--- config.mk ---
export PLATFORM = sky130hd
export DESIGN_NAME = seqdect_param
export DESIGN_NICKNAME = d
export VERILOG_FILES = /design/src/rtl/seqdect_pkg.sv /design/src/rtl/seqdect_window.sv /design/src/rtl/seqdect_param.sv
export SDC_FILE = /design/constraint.sdc
export NUM_CORES = 1
export LEC_CHECK = 0
export ABC_CLOCK_PERIOD_IN_PS = 1700
export BUFFER_PORTS_ARGS = -buffer_cell sky130_fd_sc_hd__buf_2
export CORE_MARGIN = 4
export CORE_UTILIZATION = 40
export DETAILED_ROUTE_END_ITERATION = 8
export SLEW_MARGIN = 10
export SYNTH_ARGS = -nofsm -noshare
export SYNTH_HDL_FRONTEND = slang
export SYNTH_SLANG_ARGS = --single-unit
export TNS_END_PERCENT = 100
--- constraint.sdc ---
create_clock -name clk -period 1.7 [get_ports clk]
set_input_delay 0.17 -clock clk [delete_from_list [all_inputs] [get_ports clk]]
set_output_delay 0.17 -clock clk [all_outputs]
set_load 0.01 [all_outputs]
--- src/rtl/seqdect_pkg.sv ---
// -----------------------------------------------------------------------------
// seqdect_pkg
// Shared types and constants for the parametrised serial pattern detector.
//   fill_state_e : how much of the search window holds valid bits
//   DEF_PAT6     : default 6-bit sync word (LSB = newest serial bit)
//   fill_width() : width of the fill counter, which must be able to hold PAT_W
// -----------------------------------------------------------------------------
package seqdect_pkg;

    typedef enum logic [1:0] {
        EMPTY   = 2'd0,   // no valid bits in the window
        FILLING = 2'd1,   // some valid bits, not enough to complete a match
        ARMED   = 2'd2    // next enabled bit can complete a match
    } fill_state_e;

    localparam logic [5:0] DEF_PAT6 = 6'b101010;

    function automatic int fill_width(input int pat_w);
        return $clog2(pat_w + 1);
    endfunction

endpackage

--- src/rtl/seqdect_window.sv ---
// -----------------------------------------------------------------------------
// seqdect_window
// Serial shift window plus a saturating count of valid bits held in it.
// Ports:
//   clk    in  1      clock
//   rst    in  1      asynchronous active-high reset
//   shift  in  1      shift din into the window LSB
//   clear  in  1      restart the fill count (window contents kept)
//   din    in  1      serial bit
//   win    out PAT_W  window, bit 0 = newest bit
//   armed  out 1      at least PAT_W-1 valid bits held
// -----------------------------------------------------------------------------
module seqdect_window
    import seqdect_pkg::*;
#(
    parameter int PAT_W = 6
) (
    input  logic             clk,
    input  logic             rst,
    input  logic             shift,
    input  logic             clear,
    input  logic             din,
    output logic [PAT_W-1:0] win,
    output logic             armed
);

    localparam int                FILL_W   = fill_width(PAT_W);
    localparam logic [FILL_W-1:0] FILL_MAX = FILL_W'(PAT_W);
    localparam logic [FILL_W-1:0] ARM_AT   = FILL_W'(PAT_W - 1);

    logic [PAT_W-1:0]  win_q, win_d;
    logic [FILL_W-1:0] fill_q, fill_d;
    fill_state_e       state;

    // NOTE: every signal assigned in always_comb gets a default first, so no
    // path can leave it unassigned and infer a latch.
    always_comb begin
        win_d  = win_q;
        fill_d = fill_q;
        if (shift) begin
            win_d = {win_q[PAT_W-2:0], din};
            if (fill_q != FILL_MAX) begin
                fill_d = fill_q + FILL_W'(1);
            end
        end
        // Clear outranks the increment: after a non-overlapping hit or a
        // pattern load the search starts from scratch.
        if (clear) begin
            fill_d = '0;
        end
    end

    // NOTE: sequential state uses non-blocking assignments so every register
    // samples its pre-edge inputs regardless of statement order.
    always_ff @(posedge clk or posedge rst) begin
        if (rst) begin
            win_q  <= '0;
            fill_q <= '0;
        end else begin
            win_q  <= win_d;
            fill_q <= fill_d;
        end
    end

    always_comb begin
        if (fill_q == '0) begin
            state = EMPTY;
        end else if (fill_q >= ARM_AT) begin
            state = ARMED;
        end else begin
            state = FILLING;
        end
    end

    assign win   = win_q;
    assign armed = (state == ARMED);

endmodule

--- src/rtl/seqdect_param.sv ---
// -----------------------------------------------------------------------------
// seqdect_param
// Parametrised serial sync-word spotter. Compares the last PAT_W bits of the
// serial stream against a runtime-loadable pattern with a don't-care mask and
// emits a registered one-cycle match pulse.
// Optional feature: define MATCH_COUNT_EN to build the saturating match
// counter; otherwise match_cnt reads 0 and cnt_clr is ignored.
// Ports:
//   clk        in  1      clock
//   rst        in  1      asynchronous active-high reset
//   prtx       in  1      serial data bit
//   en         in  1      prtx valid this cycle
//   ovl        in  1      1 = overlapping matches, 0 = restart after a match
//   pat_load   in  1      load pat_in/mask_in (wins over en)
//   pat_in     in  PAT_W  new pattern, bit 0 = newest serial bit
//   mask_in    in  PAT_W  1 = compare bit, 0 = don't care
//   cnt_clr    in  1      synchronous clear of match_cnt
//   prtz       out 1      registered match pulse
//   match_cnt  out CNT_W  saturating match count
// -----------------------------------------------------------------------------
module seqdect_param
    import seqdect_pkg::*;
#(
    parameter int               PAT_W   = 6,
    parameter logic [PAT_W-1:0] DEF_PAT = PAT_W'(DEF_PAT6),
    parameter int               CNT_W   = 8
) (
    input  logic             clk,
    input  logic             rst,
    input  logic             prtx,
    input  logic             en,
    input  logic             ovl,
    input  logic             pat_load,
    input  logic [PAT_W-1:0] pat_in,
    input  logic [PAT_W-1:0] mask_in,
    input  logic             cnt_clr,
    output logic             prtz,
    output logic [CNT_W-1:0] match_cnt
);

    logic [PAT_W-1:0] pat_q, mask_q;
    logic [PAT_W-1:0] win;
    logic [PAT_W-1:0] cand;
    logic             armed;
    logic             hit;
    logic             prtz_q;
    logic             win_msb_unused;

    // A load discards any simultaneous serial bit and restarts the search.
    seqdect_window #(.PAT_W(PAT_W)) u_window (
        .clk   (clk),
        .rst   (rst),
        .shift (en & ~pat_load),
        .clear (pat_load | (hit & ~ovl)),
        .din   (prtx),
        .win   (win),
        .armed (armed)
    );

    // The oldest window bit falls off when the candidate is formed.
    assign win_msb_unused = win[PAT_W-1];

    // Candidate is the window as it will look once prtx is shifted in, so the
    // hit is known in the same cycle the completing bit arrives.
    assign cand = {win[PAT_W-2:0], prtx};
    assign hit  = en & armed & ~pat_load & (((cand ^ pat_q) & mask_q) == '0);

    always_ff @(posedge clk or posedge rst) begin
        if (rst) begin
            pat_q  <= DEF_PAT;
            mask_q <= '1;
            prtz_q <= 1'b0;
        end else begin
            if (pat_load) begin
                pat_q  <= pat_in;
                mask_q <= mask_in;
            end
            prtz_q <= hit;
        end
    end

    assign prtz = prtz_q;

`ifdef MATCH_COUNT_EN
    logic [CNT_W-1:0] cnt_q, cnt_d;

    always_comb begin
        cnt_d = cnt_q;
        if (cnt_clr) begin
            cnt_d = '0;
        end else if (hit && (cnt_q != {CNT_W{1'b1}})) begin
            cnt_d = cnt_q + 1'b1;
        end
    end

    always_ff @(posedge clk or posedge rst) begin
        if (rst) begin
            cnt_q <= '0;
        end else begin
            cnt_q <= cnt_d;
        end
    end

    assign match_cnt = cnt_q;
`else
    logic cnt_clr_unused;

    assign cnt_clr_unused = cnt_clr;
    assign match_cnt      = '0;
`endif

endmodule
==> flow_summary.toml <==
[outcome]
status = "complete, no violations"

[critical_path]
path_buf_inv = 0
startpoint = "pat_q[0]"
rrSetupSlack_ns = 0.28
critical_path_class = "flop to flop"
endpoint_kind = "flop"
path_delay_family = "flip-flops"
cp_slowest_cell = "dfrtp_1"
r2r-end = "u_window.fill_q[1]"
cp_data_arrival_time_ns = 1.59
reg2reg_from = "pat_q[0]"
crit_required_ns = 1.87
worst-path-max-fanout = 4
rr_worst_depth = 4
cpPeakStageDelay_ns = 0.41
cp-start-kind = "flop"
crit_chain = "xor2_1 -> a22o_1 -> nor4_4 -> a211oi_1"

[place]
dp_slack_ns = 0.289
dpl.hpwl_um = 1160
port_buffers = 18
dpl_cell_area_um2 = 1150
gp_congestion = 0.636

[routing]
viasPerCell = 4.68
route.detailed.drc = 0
wire_per_inst_um = 11.1
vias = 613
drt_first_pass_iters = 2
drt_iter0_markers = 2
postRouteAntennaNets = 0
drt-total-wl_um = 1450

[floorplanning]
coreArea_um2 = 2500
num_io_pins = 28
fp.dieH_um = 59.4
rows = 18
die_w_um = 59.4
dieArea_um2 = 3520
start_util_pct = 42.2

[cells_and_area]
finalNetCount = 125
synthToLayoutAreaGrowth_pct = 12.8
antenna_cells = 0
stdcell_area_um2 = 1190
drive_above_1_share_pct = 52.5

[clocking]
cts_tree = "yes"
cts_resized = 0
htreeDepth = 1
cts.sinks = 21
clk_latency_ns = 0.29
post_cts_buffers = 0
cts_root_buf = "clkbuf_4"
clk_path_buf_depth = 2
cts_made_buffers = 3
clk_pin_slew_ns = 0.12
cts_hold_buf = 1

[min_path]
holdPathStages = 2
worstHoldEndpoint = "pat_q[2]"
hold_path.startpoint = "pat_in[2]"
worstHoldPathType = "input port to flop"

[synthesis]
synth_cell_type_count = 21
synth_cells = 79
ys_ff_latch = 21
syn_area_um2 = 1050
synth_warnings = 0
yosysSeqAreaShare_pct = 50.9
syn-mean-instance-area_um2 = 13.4

[sta]
rsz0062_at_grt = "no"
period_share_pct = 83.7
hold_viol_final = 0
final.setup.worst_slack_ns = 0.277
fin_skew_ns = 0.00765
timing.fmax_mhz = 703
holdWs_ns = 0.0947
slew_viol_final = 0
fin_tns_setup_ns = 0
min_period_ns = 1.42
setup_viol = 0

[flow_run]
maxCapViolCount = 0

[global_routing]
grt_pass1_wl_um = 2660
grt_max_degree = 22
antenna_found_initial = 0
grt_pass1_vias = 668
grt_overflow_total = 0
grt_use_total_pct = 9.85

[power_and_ir_drop]
ir_worst_vdd_mv = 0.514
p_leak_nw = 0.545
power_w = 0.00110
powerDensity_nw_per_um2 = 921
cell families after synthesis:
family | Yosys count | share of synthesized area, %
AOI/OAI and AO/OA | 9 | 6.52
xor gates and xnor gates | 8 | 6.64
adders and majority gates | 4 | 4.75
buffers and inverters | 15 | 9.13
DFF | 21 | 50.9
muxes | 17 | 18.1
other | 1 | 0.356
and+or+nand+nor | 4 | 3.56
worst max path at each step:
| stage | end | cells after the start | slack, ns |
|---|---|---|---|
| 2_1_floorplan | u_window.fill_q[2] | 6 | 0.29 |
| 3_3_place_gp | u_window.fill_q[0] | 4 | 0.30 |
| 3_5_place_dp | u_window.fill_q[2] | 4 | 0.29 |
| 4_1_cts | u_window.fill_q[1] | 4 | 0.26 |
| 5_1_grt | u_window.fill_q[1] | 6 | 0.14 |
| 6_report | u_window.fill_q[1] | 4 | 0.28 |
layout make-up:
class                           instances  area (µm²)
Clock buffer                            3        22.5
Clock inverter                          1        7.51
Fill cell                             242        1310
Inverter                                4        15.0
Multi-Input combinational cell         50         448
Sequential cell                        21         537
Tap cell                               30        37.5
Timing Repair Buffer                   22         123
power breakdown:
group	switching [W]	internal [W]	total [W]
sequential	0.0000531	0.000588	0.000641
clock	0.000143	0.0000893	0.000232
combinational	0.0000950	0.000128	0.000223
state kept, by name (all words and copies together) (netlist names):
| signal | count |
|---|---|
| mask_q | 6 |
| pat_q | 6 |
| u_window.win | 5 |
| u_window.fill_q | 3 |
| prtz | 1 |
per-stage QoR:
step                cells  utilization [%]
floorplan              86                -
global placement      126             46.0
detailed placement    126             46.0
CTS                   131             47.6
global route          131             47.6
finish                131             47.6
metal layers:
| layer | up-vias | global-route usage [%] | share of wire [%] |
|---|---|---|---|
| met5 | - | 0 | 0 |
| met4 | 0 | 3.88 | 1.1 |
| met3 | 2 | 2.40 | 7.4 |
| met2 | 19 | 17.5 | 50 |
| met1 | 296 | 11.2 | 41 |
| li1 | 296 | - | - |
cell usage after synthesis:
master	n	share of area, %
clkbuf_2	1	0.47
a21oi_1	1	0.47
a22o_1	3	2.5
nand2_1	1	0.36
ha_1	4	4.7
xor2_1	7	5.8
buf_6	1	1.1
a211oi_1	3	2.1
mux2_2	17	18
dfrtp_1	12	28
conb_1	1	0.36
buf_4	8	5.7
nor2b_2	1	0.83
buf_2	1	0.47
inv_1	4	1.4
xnor2_1	1	0.83
o211ai_1	1	0.71
dfstp_2	9	22
a21boi_1	1	0.71
nor2_1	1	0.36
nor4_4	1	2.0
layout by cell type (no fill, tap or decap):
master         instances
clkinvlp_4             1
buf_2                 18
dfrtp_1               12
nor4_4                 1
ha_1                   4
nor2b_2                1
mux2_2                17
conb_1                 8
clkbuf_4               3
a22o_1                 3
nand2_1                1
inv_1                  4
xnor2_1                1
a21oi_1                1
xor2_1                 7
o211ai_1               1
nor2_1                 1
a21boi_1               1
buf_4                  3
a211oi_1               3
dfstp_2                9
dlygate4sd3_1          1
Note: power is estimated with default switching activity, not from simulation.
